--- src/rtl/thread_lsu_if.sv ---
// Memory-controller channel bundle between one thread's LSU and the core's
// memory controller: one read channel and one write channel, each a
// valid/ready handshake. The LSU side is the master, the controller the slave.
interface thread_lsu_if #(
  parameter int ADDR_BITS = 8,
  parameter int DATA_BITS = 8
);
  logic                 mem_read_valid;
  logic [ADDR_BITS-1:0] mem_read_address;
  logic                 mem_read_ready;
  logic [DATA_BITS-1:0] mem_read_data;
  logic                 mem_write_valid;
  logic [ADDR_BITS-1:0] mem_write_address;
  logic [DATA_BITS-1:0] mem_write_data;
  logic                 mem_write_ready;

  modport master (
    output mem_read_valid,
    output mem_read_address,
    input  mem_read_ready,
    input  mem_read_data,
    output mem_write_valid,
    output mem_write_address,
    output mem_write_data,
    input  mem_write_ready
  );

  modport slave (
    input  mem_read_valid,
    input  mem_read_address,
    output mem_read_ready,
    output mem_read_data,
    input  mem_write_valid,
    input  mem_write_address,
    input  mem_write_data,
    output mem_write_ready
  );
endinterface

--- src/rtl/thread_lsu.sv ---
// Per-thread load/store unit. Issues one data-memory read (LDR) or write (STR)
// per instruction over the memory channel interface and returns loaded data
// to the register file as lsu_out. All outputs come straight from registers.
module thread_lsu #(
  parameter int ADDR_BITS = 8,
  parameter int DATA_BITS = 8
) (
  input  logic                 clk,
  input  logic                 reset,
  input  logic                 enable,
  input  logic [2:0]           core_state,
  input  logic                 decoded_mem_read_enable,
  input  logic                 decoded_mem_write_enable,
  input  logic [DATA_BITS-1:0] rs,
  input  logic [DATA_BITS-1:0] rt,
  thread_lsu_if.master         mem,
  output logic [1:0]           lsu_state,
  output logic [DATA_BITS-1:0] lsu_out
);

  localparam logic [2:0] CORE_REQUEST = 3'b011;
  localparam logic [2:0] CORE_UPDATE  = 3'b110;

  typedef enum logic [1:0] {
    LSU_IDLE       = 2'b00,
    LSU_REQUESTING = 2'b01,
    LSU_WAITING    = 2'b10,
    LSU_DONE       = 2'b11
  } lsu_state_t;

  lsu_state_t           state_r,     state_s;
  logic                 rd_valid_r,  rd_valid_s;
  logic [ADDR_BITS-1:0] rd_addr_r,   rd_addr_s;
  logic                 wr_valid_r,  wr_valid_s;
  logic [ADDR_BITS-1:0] wr_addr_r,   wr_addr_s;
  logic [DATA_BITS-1:0] wr_data_r,   wr_data_s;
  logic [DATA_BITS-1:0] lsu_out_r,   lsu_out_s;
  logic [ADDR_BITS-1:0] addr_s;

  // Map the rs operand onto the address bus: truncate or zero-extend.
  if (ADDR_BITS <= DATA_BITS) begin : g_addr_trunc
    assign addr_s = rs[ADDR_BITS-1:0];
  end else begin : g_addr_zext
    assign addr_s = {{(ADDR_BITS-DATA_BITS){1'b0}}, rs};
  end

  // State and output registers; enable low freezes everything, reset wins.
  always_ff @(posedge clk) begin
    if (reset) begin
      state_r    <= LSU_IDLE;
      rd_valid_r <= 1'b0;
      rd_addr_r  <= '0;
      wr_valid_r <= 1'b0;
      wr_addr_r  <= '0;
      wr_data_r  <= '0;
      lsu_out_r  <= '0;
    end else if (enable) begin
      state_r    <= state_s;
      rd_valid_r <= rd_valid_s;
      rd_addr_r  <= rd_addr_s;
      wr_valid_r <= wr_valid_s;
      wr_addr_r  <= wr_addr_s;
      wr_data_r  <= wr_data_s;
      lsu_out_r  <= lsu_out_s;
    end else begin
      state_r    <= state_r;
      rd_valid_r <= rd_valid_r;
      rd_addr_r  <= rd_addr_r;
      wr_valid_r <= wr_valid_r;
      wr_addr_r  <= wr_addr_r;
      wr_data_r  <= wr_data_r;
      lsu_out_r  <= lsu_out_r;
    end
  end

  // Next-state and next-output logic for the request/wait/done sequence.
  always_comb begin
    state_s    = state_r;
    rd_valid_s = rd_valid_r;
    rd_addr_s  = rd_addr_r;
    wr_valid_s = wr_valid_r;
    wr_addr_s  = wr_addr_r;
    wr_data_s  = wr_data_r;
    lsu_out_s  = lsu_out_r;

    case (state_r)
      LSU_IDLE: begin
        // Operands are not sampled here: the register file loads rs/rt on
        // this same edge, so they are only valid one cycle later.
        if ((core_state == CORE_REQUEST) &&
            (decoded_mem_read_enable || decoded_mem_write_enable)) begin
          state_s = LSU_REQUESTING;
        end else begin
          state_s = LSU_IDLE;
        end
      end

      LSU_REQUESTING: begin
        // Read takes priority when both decodes are set. If the decode has
        // vanished there is nothing to wait for, so fall back to IDLE
        // rather than park in WAITING with no request outstanding.
        if (decoded_mem_read_enable) begin
          rd_valid_s = 1'b1;
          rd_addr_s  = addr_s;
          state_s    = LSU_WAITING;
        end else if (decoded_mem_write_enable) begin
          wr_valid_s = 1'b1;
          wr_addr_s  = addr_s;
          wr_data_s  = rt;
          state_s    = LSU_WAITING;
        end else begin
          state_s    = LSU_IDLE;
        end
      end

      LSU_WAITING: begin
        // The pending valid tells which channel we own; the other ready is
        // ignored. Address/data registers are untouched until completion.
        if (rd_valid_r) begin
          if (mem.mem_read_ready) begin
            rd_valid_s = 1'b0;
            lsu_out_s  = mem.mem_read_data;
            state_s    = LSU_DONE;
          end else begin
            state_s    = LSU_WAITING;
          end
        end else if (wr_valid_r) begin
          if (mem.mem_write_ready) begin
            wr_valid_s = 1'b0;
            state_s    = LSU_DONE;
          end else begin
            state_s    = LSU_WAITING;
          end
        end else begin
          state_s = LSU_IDLE;
        end
      end

      LSU_DONE: begin
        if (core_state == CORE_UPDATE) begin
          state_s = LSU_IDLE;
        end else begin
          state_s = LSU_DONE;
        end
      end

      default: begin
        state_s    = LSU_IDLE;
        rd_valid_s = 1'b0;
        wr_valid_s = 1'b0;
      end
    endcase
  end

  assign lsu_state             = state_r;
  assign lsu_out               = lsu_out_r;
  assign mem.mem_read_valid    = rd_valid_r;
  assign mem.mem_read_address  = rd_addr_r;
  assign mem.mem_write_valid   = wr_valid_r;
  assign mem.mem_write_address = wr_addr_r;
  assign mem.mem_write_data    = wr_data_r;

endmodule

--- src/flat_wrapper.sv ---
// flat-port wrapper written by rule: the top's interface ports become plain ports
module thread_lsu_flat 
#(
  parameter int ADDR_BITS = 8,
  parameter int DATA_BITS = 8
)
  (clk, reset, enable, core_state, decoded_mem_read_enable, decoded_mem_write_enable, rs, rt, lsu_state, lsu_out, mem_mem_read_valid, mem_mem_read_address, mem_mem_read_ready, mem_mem_read_data, mem_mem_write_valid, mem_mem_write_address, mem_mem_write_data, mem_mem_write_ready);
  thread_lsu_if #(.ADDR_BITS(ADDR_BITS), .DATA_BITS(DATA_BITS)) mem_i ();
  input  logic clk;
  input  logic reset;
  input  logic enable;
  input  logic [2:0] core_state;
  input  logic decoded_mem_read_enable;
  input  logic decoded_mem_write_enable;
  input  logic [DATA_BITS-1:0] rs;
  input  logic [DATA_BITS-1:0] rt;
  output logic [1:0] lsu_state;
  output logic [DATA_BITS-1:0] lsu_out;
  output wire logic [$bits(mem_i.mem_read_valid)-1:0] mem_mem_read_valid;
  output wire logic [$bits(mem_i.mem_read_address)-1:0] mem_mem_read_address;
  input wire logic [$bits(mem_i.mem_read_ready)-1:0] mem_mem_read_ready;
  input wire logic [$bits(mem_i.mem_read_data)-1:0] mem_mem_read_data;
  output wire logic [$bits(mem_i.mem_write_valid)-1:0] mem_mem_write_valid;
  output wire logic [$bits(mem_i.mem_write_address)-1:0] mem_mem_write_address;
  output wire logic [$bits(mem_i.mem_write_data)-1:0] mem_mem_write_data;
  input wire logic [$bits(mem_i.mem_write_ready)-1:0] mem_mem_write_ready;
  assign mem_mem_read_valid = mem_i.mem_read_valid;
  assign mem_mem_read_address = mem_i.mem_read_address;
  assign mem_i.mem_read_ready = mem_mem_read_ready;
  assign mem_i.mem_read_data = mem_mem_read_data;
  assign mem_mem_write_valid = mem_i.mem_write_valid;
  assign mem_mem_write_address = mem_i.mem_write_address;
  assign mem_mem_write_data = mem_i.mem_write_data;
  assign mem_i.mem_write_ready = mem_mem_write_ready;
  thread_lsu #(.ADDR_BITS(ADDR_BITS), .DATA_BITS(DATA_BITS)) u_core (.clk(clk), .reset(reset), .enable(enable), .core_state(core_state), .decoded_mem_read_enable(decoded_mem_read_enable), .decoded_mem_write_enable(decoded_mem_write_enable), .rs(rs), .rt(rt), .mem(mem_i), .lsu_state(lsu_state), .lsu_out(lsu_out));
endmodule
--- config.mk ---
export PLATFORM = sky130hd
export DESIGN_NAME = thread_lsu_flat
export DESIGN_NICKNAME = d
export VERILOG_FILES = /design/src/rtl/thread_lsu_if.sv /design/src/rtl/thread_lsu.sv /design/src/flat_wrapper.sv
export SDC_FILE = /design/constraint.sdc
export NUM_CORES = 1
export LEC_CHECK = 0
export ABC_AREA = 1
export CORE_ASPECT_RATIO = 0.9
export CORE_UTILIZATION = 40
export CTS_CLUSTER_DIAMETER = 80
export DETAILED_ROUTE_END_ITERATION = 10
export GPL_ROUTABILITY_DRIVEN = 0
export MAX_ROUTING_LAYER = met4
export PLACE_DENSITY_LB_ADDON = 0.08
export SLEW_MARGIN = 20
export SYNTH_ARGS = -nofsm -noshare
export SYNTH_HDL_FRONTEND = slang
export SYNTH_SLANG_ARGS = --single-unit
--- constraint.sdc ---
create_clock -name clk -period 1.6 [get_ports clk]
set_clock_uncertainty 0.05 [all_clocks]
set_input_delay 0.32 -clock clk [delete_from_list [all_inputs] [get_ports clk]]
set_output_delay 0.32 -clock clk [all_outputs]
set_load 0.02 [all_outputs]
**After elaboration in Yosys (flattened, before gate mapping)**

Index checks and enable logic that the tools add are counted.

- Register bits: 36
- Bits of input ports: 34
- Output and inout port bits: 36
- Word-level logic and storage cells: 45

- Equality and inequality tests: 9
- Muxes and demuxes: 19
- Bitwise gates (word level): 1
- Reduce and logical (&&, ||, !) cells: 9

Operators with widths:

| kind | number |
|---|---|
| two-way mux 1 bit | 11 |
| two-way mux 2 bit | 5 |
| != test 2 bit, second input constant | 4 |
| case mux 2 bit (4 select lines) | 1 |
| AND reduction 4 bit | 2 |
| AND reduction 3 bit | 2 |
| AND reduction 5 bit | 1 |
| equality test 2 bit, second input constant | 2 |
| case mux 1 bit (2 select lines) | 2 |
| equality test 3 x 2 -> 1 bit, second input constant | 1 |
| equality test 3 bit, second input constant | 1 |
| equality test 2 x 1 -> 1 bit, second input constant | 1 |
| zero test 2 bit | 1 |
| nonzero test 2 bit | 1 |
| logical AND 1 bit | 1 |
| logical OR 1 bit | 1 |
| inverter 1 bit | 1 |

**Depth between registers and ports, before layout**

- Word-level depth: 4
- Depth in mapped cells: 7
- Depth with buffers taken out: 7

**Least setup slack after synthesis**

No wires, ideal clock.

- Path kind: flip-flop to flip-flop
- Start point: reg u_core.state_r[0] (netlist: u_core.lsu_state[0])
- End point: reg u_core.wr_addr_r[0] (netlist: u_core.mem.mem_write_address[0])
- Library setup time: 113 ps
- Arrival: 1,159 ps
- Data required time: 1,437 ps
- Path slack: 278 ps
- Stages on the path, launching flop included: 7
- Buffers on the path: 1
- Clock period less this slack: 1,322 ps
- Cells stage by stage: dfxtp_1 inv_2 nor2_4 nand3_4 buf_2 o21ai_1 nor2_1

- Cells in the longest elaborated chain, start to end: 2

RTL lines:

| what | RTL line | source |
|---|---|---|
| start: declaration | thread_lsu.sv:31 | `lsu_state_t state_r, state_s;` |
| start signal: assignment | thread_lsu.sv:58 | `state_r <= state_s;` |
| start signal: assignment | thread_lsu.sv:66 | `state_r <= state_r;` |
| equality test 2 x 1 -> 1 bit | thread_lsu.sv:86 | `case (state_r)` |
| AND reduction 4 bit (no line) | -- |  |
| end signal: assignment | thread_lsu.sv:62 | `wr_addr_r <= wr_addr_s;` |
| end signal: assignment | thread_lsu.sv:70 | `wr_addr_r <= wr_addr_r;` |
| end: declaration | thread_lsu.sv:35 | `logic [ADDR_BITS-1:0] wr_addr_r, wr_addr_s;` |

No other way between the ends.
A chain may end at the register's enable or synchronous reset.

**Final worst setup path**

- Start point: in enable
- End point: reg u_core.lsu_out_r[6] (netlist: u_core.lsu_out[6])

- Cells in the longest elaborated chain, start to end: 1

RTL lines:

| what | RTL line | source |
|---|---|---|
| start: declaration | flat_wrapper.sv:11 | `input logic enable;` |
| AND reduction 4 bit (no line) | -- |  |
| end signal: assignment | thread_lsu.sv:64 | `lsu_out_r <= lsu_out_s;` |
| end signal: assignment | thread_lsu.sv:72 | `lsu_out_r <= lsu_out_r;` |
| end: declaration | thread_lsu.sv:37 | `logic [DATA_BITS-1:0] lsu_out_r, lsu_out_s;` |

No other way between the ends.

==> results.json <==
{
  "h-tree-depth": 2,
  "cts_buffers": 5,
  "cpPeakStageDelay_ns": 0.70,
  "numPortBuffers": 69,
  "setup_viol": 0,
  "post_cts_buffers": 0,
  "hpwl_um": 2470,
  "vias_per_cell": 4.63,
  "path_max_fanout": 9,
  "timing.max_cap.violations": 0,
  "std_cell_rows": 20,
  "postRouteAntennaNets": 0,
  "grt_first_pass_wirelength_um": 5490,
  "synth-simple-area-share_pct": 29.8,
  "worstPathArrival_ns": 1.68,
  "fillerInstances": 312,
  "die_h_um": 58.7,
  "regArea_um2": 721,
  "p_per_area_nw_per_um2": 785,
  "drc_errors": 0,
  "status": "complete, no violations",
  "hold_path_class": "reg2reg",
  "final_nets": 304,
  "synth_most_common_cell": "nor2_1",
  "report.final.slew_viol_count": 0,
  "multiInputGateArea_um2": 636,
  "area_growth_pct": 63.5,
  "rsz0062_at_grt": "no",
  "cts.clk_slew.worst_paths_ns": 0.07,
  "diodes": 0,
  "drive_gt1_share_pct": 9.59,
  "grt_remaining_overflow": 0,
  "power.leakage_uw": 0.00130,
  "die_width_um": 65.0,
  "syn-num-nets": 226,
  "synth.top_cells.by_count": "nor2_1, dfxtp_1, o21ai_0, nand2_1, o21ai_1",
  "crit_path_end_kind": "register",
  "max_slew_margin_pct": 74.1,
  "grt.total_usage_pct": 19.9,
  "clockBufferDepth": 2,
  "hold_viol": 0,
  "cp_common_cell": "nor2_1",
  "synthCells": 192,
  "drtIter0Drc": 76,
  "tightest_slew_ns": 0.388,
  "clock_sinks": 36,
  "wl_per_cell_um": 11.2,
  "timing.final.crit_share_pct": 93.7,
  "synth_cell_type_count": 22,
  "grt_max_degree": 35,
  "ys_seq_area_share_pct": 50.5,
  "cp_slowest_cell": "clkdlybuf4s50_1",
  "ys.flop_type": "dfxtp_1",
  "grt_pass1_vias": 1238,
  "synth_edf_count": 0,
  "cts_tree": "built",
  "clockRootBuffer": "clkbuf_8",
  "insertion_delay_ns": 0.29,
  "ir_drop_mv": 0.587,
  "synth_top_area_share_pct": 50.5,
  "avgSynthCellArea_um2": 7.44,
  "synth_seq_cells": 36,
  "core_um2": 3400,
  "die_area_um2": 3810,
  "drt-pass1-iter-count": 4,
  "fin_util_pct": 68.6,
  "synth_mux_area_share_pct": 0,
  "fmax_mhz": 667,
  "async_flop_share_pct": 0,
  "whs_ns": 0.428,
  "crit_type": "in2reg",
  "fin_crit_ns": 1.50,
  "yosys.area.top_type": "dfxtp_1",
  "synthAdderAreaFrac_pct": 0,
  "synth_top_family_by_area": "simple AND/OR/NAND/NOR gates",
  "synth.yosys.warnings": 0,
  "cp_data_required_time_ns": 1.78,
  "crit_chain": "clkdlybuf4s50_1 > buf_4 > nand4_4 > inv_2 > nor2_1 > nor2_1",
  "synth-compound-area-share_pct": 14.2,
  "drt-total-wl_um": 3540,
  "vias": 1459,
  "synthTopCellsByArea": "dfxtp_1, nor2_1, o21ai_0",
  "initial_core_util_pct": 41.9,
  "antenna_found_initial": 0,
  "crit_path_start_kind": "input port",
  "synthXorXnorAreaFrac_pct": 0,
  "synthesis.area_um2": 1430,
  "ios": 70
}
[cell usage in the layout (no fill, tap or decap)]
master	instances
nor2_1	74
dfxtp_1	36
clkdlybuf4s50_1	33
o21ai_0	26
dlygate4sd2_1	19
dlymetal6s2s_1	17
nand2_1	12
o21ai_1	11
inv_1	7
buf_4	7
nand3_1	6
clkbuf_8	6
inv_2	4
nand3_4	2
a21oi_1	2
nand2_2	1
nand4_4	1
nor2_4	1
clkinv_2	1
or2_2	1
a21o_1	1
clkinvlp_4	1
clkbuf_1	1
buf_12	1
[stage by stage]
| step | instances | setup TNS, ns | worst slack, ns | area (um2) | total power, uW |
|---|---|---|---|---|---|
| 2_1_floorplan | 192 | 0 | 0.278 | 1430 | 1040 |
| 3_3_place_gp | 307 | -3.27 | -0.149 | 2210 | 1180 |
| 3_5_place_dp | 307 | -4.53 | -0.194 | 2210 | 1180 |
| 4_1_cts | 315 | 0 | 0.0000492 | 2280 | 1850 |
| 5_1_grt | 315 | 0 | 0.00631 | 2330 | 1910 |
| 6_report | 315 | 0 | 0.102 | 2330 | 1830 |
[registers in the layout (all words and copies together) (netlist names)]
signal / count
u_core.lsu_out: 8
u_core.mem.mem_read_address: 8
u_core.mem.mem_write_address: 8
u_core.mem.mem_write_data: 8
u_core.lsu_state: 2
u_core.mem.mem_read_valid: 1
u_core.mem.mem_write_valid: 1
[worst max-delay path, delay by kind of cell]
kind / cells / cell delay [ns]
buffers and inverters: 3 / 1.06
and+or+nand+nor: 3 / 0.29
[final timing paths]
check / start / endpoint / slack [ns] / cells after the start
hold reg to reg: u_core.mem.mem_write_address[4] / u_core.mem.mem_write_address[4] / 0.43 / 2
setup reg to reg: u_core.lsu_state[0] / u_core.mem.mem_write_data[2] / 0.25 / 6
hold / removal: u_core.mem.mem_write_address[4] / u_core.mem.mem_write_address[4] / 0.43 / 2
setup / recovery: enable / u_core.lsu_out[6] / 0.10 / 6
[metal layers]
layer | up-vias | part of all wire [%] | global-route usage (%)
li1 | 772 | - | -
met1 | 638 | 47 | 24.6
met2 | 41 | 46 | 30.2
met3 | 8 | 5.2 | 4.84
met4 | 0 | 1.6 | 10.5
met5 | - | 0 | -
[cell families after synthesis]
logic type             Yosys count
DFF                             36
AOI/OAI and AO/OA               40
buffers and inverters           18
and+or+nand+nor                 98
[layout make-up]
class | count | share of cell area [%]
Clock buffer | 7 | 3.70
Clock inverter | 1 | 0.322
Inverter | 12 | 1.98
Multi-Input combinational cell | 138 | 27.2
Sequential cell | 36 | 30.9
Tap cell | 44 | 2.36
Timing Repair Buffer | 77 | 33.5
[what timing repair did]
action,in CTS,in global routing
pin swaps,0,0
setup endpoints to repair,19,18
hold endpoints to repair,0,0
hold buffers,0,0
gates resized for setup,19,18
[power breakdown]
part | switching, uW | internal [uW]
combinational | 107 | 130
clock | 324 | 350
sequential | 9.19 | 912
total | 441 | 1390
Note: power is estimated with default switching activity, not from simulation.
==> RTL edit (config.mk and constraints unchanged) <==
`ADDR_BITS` is set to 8 in 3 places; all go to 7.
--- a/src/rtl/thread_lsu_if.sv
+++ b/src/rtl/thread_lsu_if.sv
@@ -2,7 +2,7 @@
 // memory controller: one read channel and one write channel, each a
 // valid/ready handshake. The LSU side is the master, the controller the slave.
 interface thread_lsu_if #(
-  parameter int ADDR_BITS = 8,
+  parameter int ADDR_BITS = 7,
   parameter int DATA_BITS = 8
 );
   logic                 mem_read_valid;
--- a/src/rtl/thread_lsu.sv
+++ b/src/rtl/thread_lsu.sv
@@ -2,7 +2,7 @@
 // per instruction over the memory channel interface and returns loaded data
 // to the register file as lsu_out. All outputs come straight from registers.
 module thread_lsu #(
-  parameter int ADDR_BITS = 8,
+  parameter int ADDR_BITS = 7,
   parameter int DATA_BITS = 8
 ) (
   input  logic                 clk,
--- a/src/flat_wrapper.sv
+++ b/src/flat_wrapper.sv
@@ -1,7 +1,7 @@
 // flat-port wrapper written by rule: the top's interface ports become plain ports
 module thread_lsu_flat 
 #(
-  parameter int ADDR_BITS = 8,
+  parameter int ADDR_BITS = 7,
   parameter int DATA_BITS = 8
 )
   (clk, reset, enable, core_state, decoded_mem_read_enable, decoded_mem_write_enable, rs, rt, lsu_state, lsu_out, mem_mem_read_valid, mem_mem_read_address, mem_mem_read_ready, mem_mem_read_data, mem_mem_write_valid, mem_mem_write_address, mem_mem_write_data, mem_mem_write_ready);
Ports: changed (resized mem_mem_read_address and mem_mem_write_address); port bits go from 70 to 68. No check against the original RTL was run, so the function may have changed too.
==> RTL edit against the unedited design <==
Cell area shrank 2.3%; non-clock buffer count shrank 2; via count shrank 2.6%; sequential cell count shrank 2; setup slack gained 68 ps; power shrank 3.5%; synthesized cell count shrank 4.2%; maximum frequency grew 4.7%; synthesized area shrank 5.5%; wire length shrank 4.9%.
==> RTL edit: results <==
setup_path:
  gate_family_responsible_for_the_most_delay_along_the_worst_path: "flip-flops"
  worstPathArrival_ps: 1060
  regToRegSetupSlack_ps: 200
  worst_path_largest_cell_delay_ps: 420
  regToRegStartpoint: "u_core.lsu_state[0]"
  worst_r2r_endpoint: "u_core.mem.mem_write_address[6]"
  cpMaxStageDelayCell: "dfxtp_1"
  path_max_fanout: 5
  kind_of_critical_path: "reg -> out"
  reg2regPathDepth: 7
min_path:
  hold_end: "u_core.mem.mem_write_data[5]"
  min_from: "u_core.mem.mem_write_data[5]"
  holdCritPathClass: "reg -> reg"
  whs_path_cells: 2
timing:
  tightest_slew_ps: 265
  hold_slack_ps: 425
synthesis:
  syn-num-nets: 218
  post_synth_main_area_contributors: "dfxtp_1 (50%), nor2_1 (18%), o21ai_0 (7.4%), o21ai_1 (5.6%), nand2_1 (4.5%)"
  post_synth_num_cell_types: 19
  postSynth.asyncResetShare_pct: 0
  yosysSeqAreaShare_pct: 50.5
  synth_common_cells: "nor2_1 (64), dfxtp_1 (34), o21ai_0 (20)"
final_layout:
  layout.filler_cells: 279
  finish.net_count: 295
  layout-drive-gt1-share_pct: 9.54
  antenna_cells: 0
placement:
  detailedPlacementHpwl_um: 2400
  io_buffer_count: 66
grt:
  grt_start_max_net_pins: 32
  groute.usage.overall_pct: 20.5
  number_of_global_route_vias_before_repair: 1265
  grt_pass1_wl_um: 5510
power_and_ir_drop:
  p_leak_nw: 1.37
  max-vdd-ir-drop_uv: 696
detailed_routing:
  drt-vias-per-instance: 4.67
  dr.first_iter.drc_count: 48
  drt-wirelength-per-cell_um: 11.1
clocking:
  ctsRootBufferMaster: "clkbuf_8"
  cts_buffers: 5
status:
  status: "completed"
-- RTL edit: cell count changes after synthesis, sizes merged, moves of 2 or more --
| cell | unedited run | this run |
|---|---|---|
| dfxtp | 36 | 34 |
| inv | 11 | 14 |
| nand2 | 13 | 16 |
| o21ai | 37 | 35 |
| nand3 | 8 | 6 |
| nor2 | 75 | 66 |
-- RTL edit: through the flow --
stage / power, mW / area, um2 / setup TNS (ps) / setup WS, ps / instances
floorplan: 0.922 / 1350 / 0 / 226 / 184
global placement: 1.04 / 2120 / -443 / -45.9 / 296
detailed placement: 1.04 / 2120 / -573 / -56.6 / 296
CTS: 1.78 / 2210 / 0 / 0.882 / 304
global route: 1.84 / 2280 / 0 / 48.8 / 304
finish: 1.77 / 2280 / 0 / 169 / 304
-- RTL edit: cell type report --
class / count / area share (%)
clock inverters: 1 / 1.32
multi-input cells: 131 / 26.0
flip-flops and latches: 34 / 29.9
well taps: 42 / 2.31
inverters: 14 / 2.31
clock buffers: 7 / 3.35
repair buffers: 75 / 34.9
-- RTL edit: worst max-delay path by stage --
stage	end	slack [ps]	cells after the start
finish	lsu_state[0]	170	1
global route	u_core.lsu_out[6]	50	5
CTS	lsu_out[6]	0.9	1
detailed placement	u_core.mem.mem_read_address[4]	-60	6
global placement	u_core.mem.mem_read_address[5]	-50	6
floorplan	u_core.mem.mem_write_address[0]	230	6
-- RTL edit: what timing repair did --
action	CTS	global route
pin swaps	0	0
resized for setup	8	26
endpoints found under the setup margin	8	26
-- RTL edit: kinds of logic (layout without fill, tap and decap cells) --
| logic type | Yosys count | in the layout | synth area share, % |
|---|---|---|---|
| and+or+nand+nor | 92 | 92 | 29.2 |
| AOI/OAI and AO/OA | 39 | 39 | 14.7 |
| DFF | 34 | 34 | 50.5 |
| buffers and inverters | 19 | 97 | 5.66 |
-- RTL edit: layer usage --
layer / wire length (um) / vias to the layer above / track usage (%) / part of all wire [%]
met2: 1510 / 45 / 32.3 / 45
met1: 1650 / 623 / 24.7 / 49
li1: - / 749 / - / -
met5: 0 / - / - / 0
met4: 34 / 0 / 7.79 / 1.0
met3: 170 / 4 / 6.40 / 5.1
-- RTL edit: report_power, final --
part | internal [mW] | total (mW) | leakage [nW] | switching (mW)
Clock | 0.466 | 0.751 | 0.0524 | 0.286
Sequential | 0.851 | 0.853 | 0.274 | 0.00288
Combinational | 0.100 | 0.164 | 1.05 | 0.0638
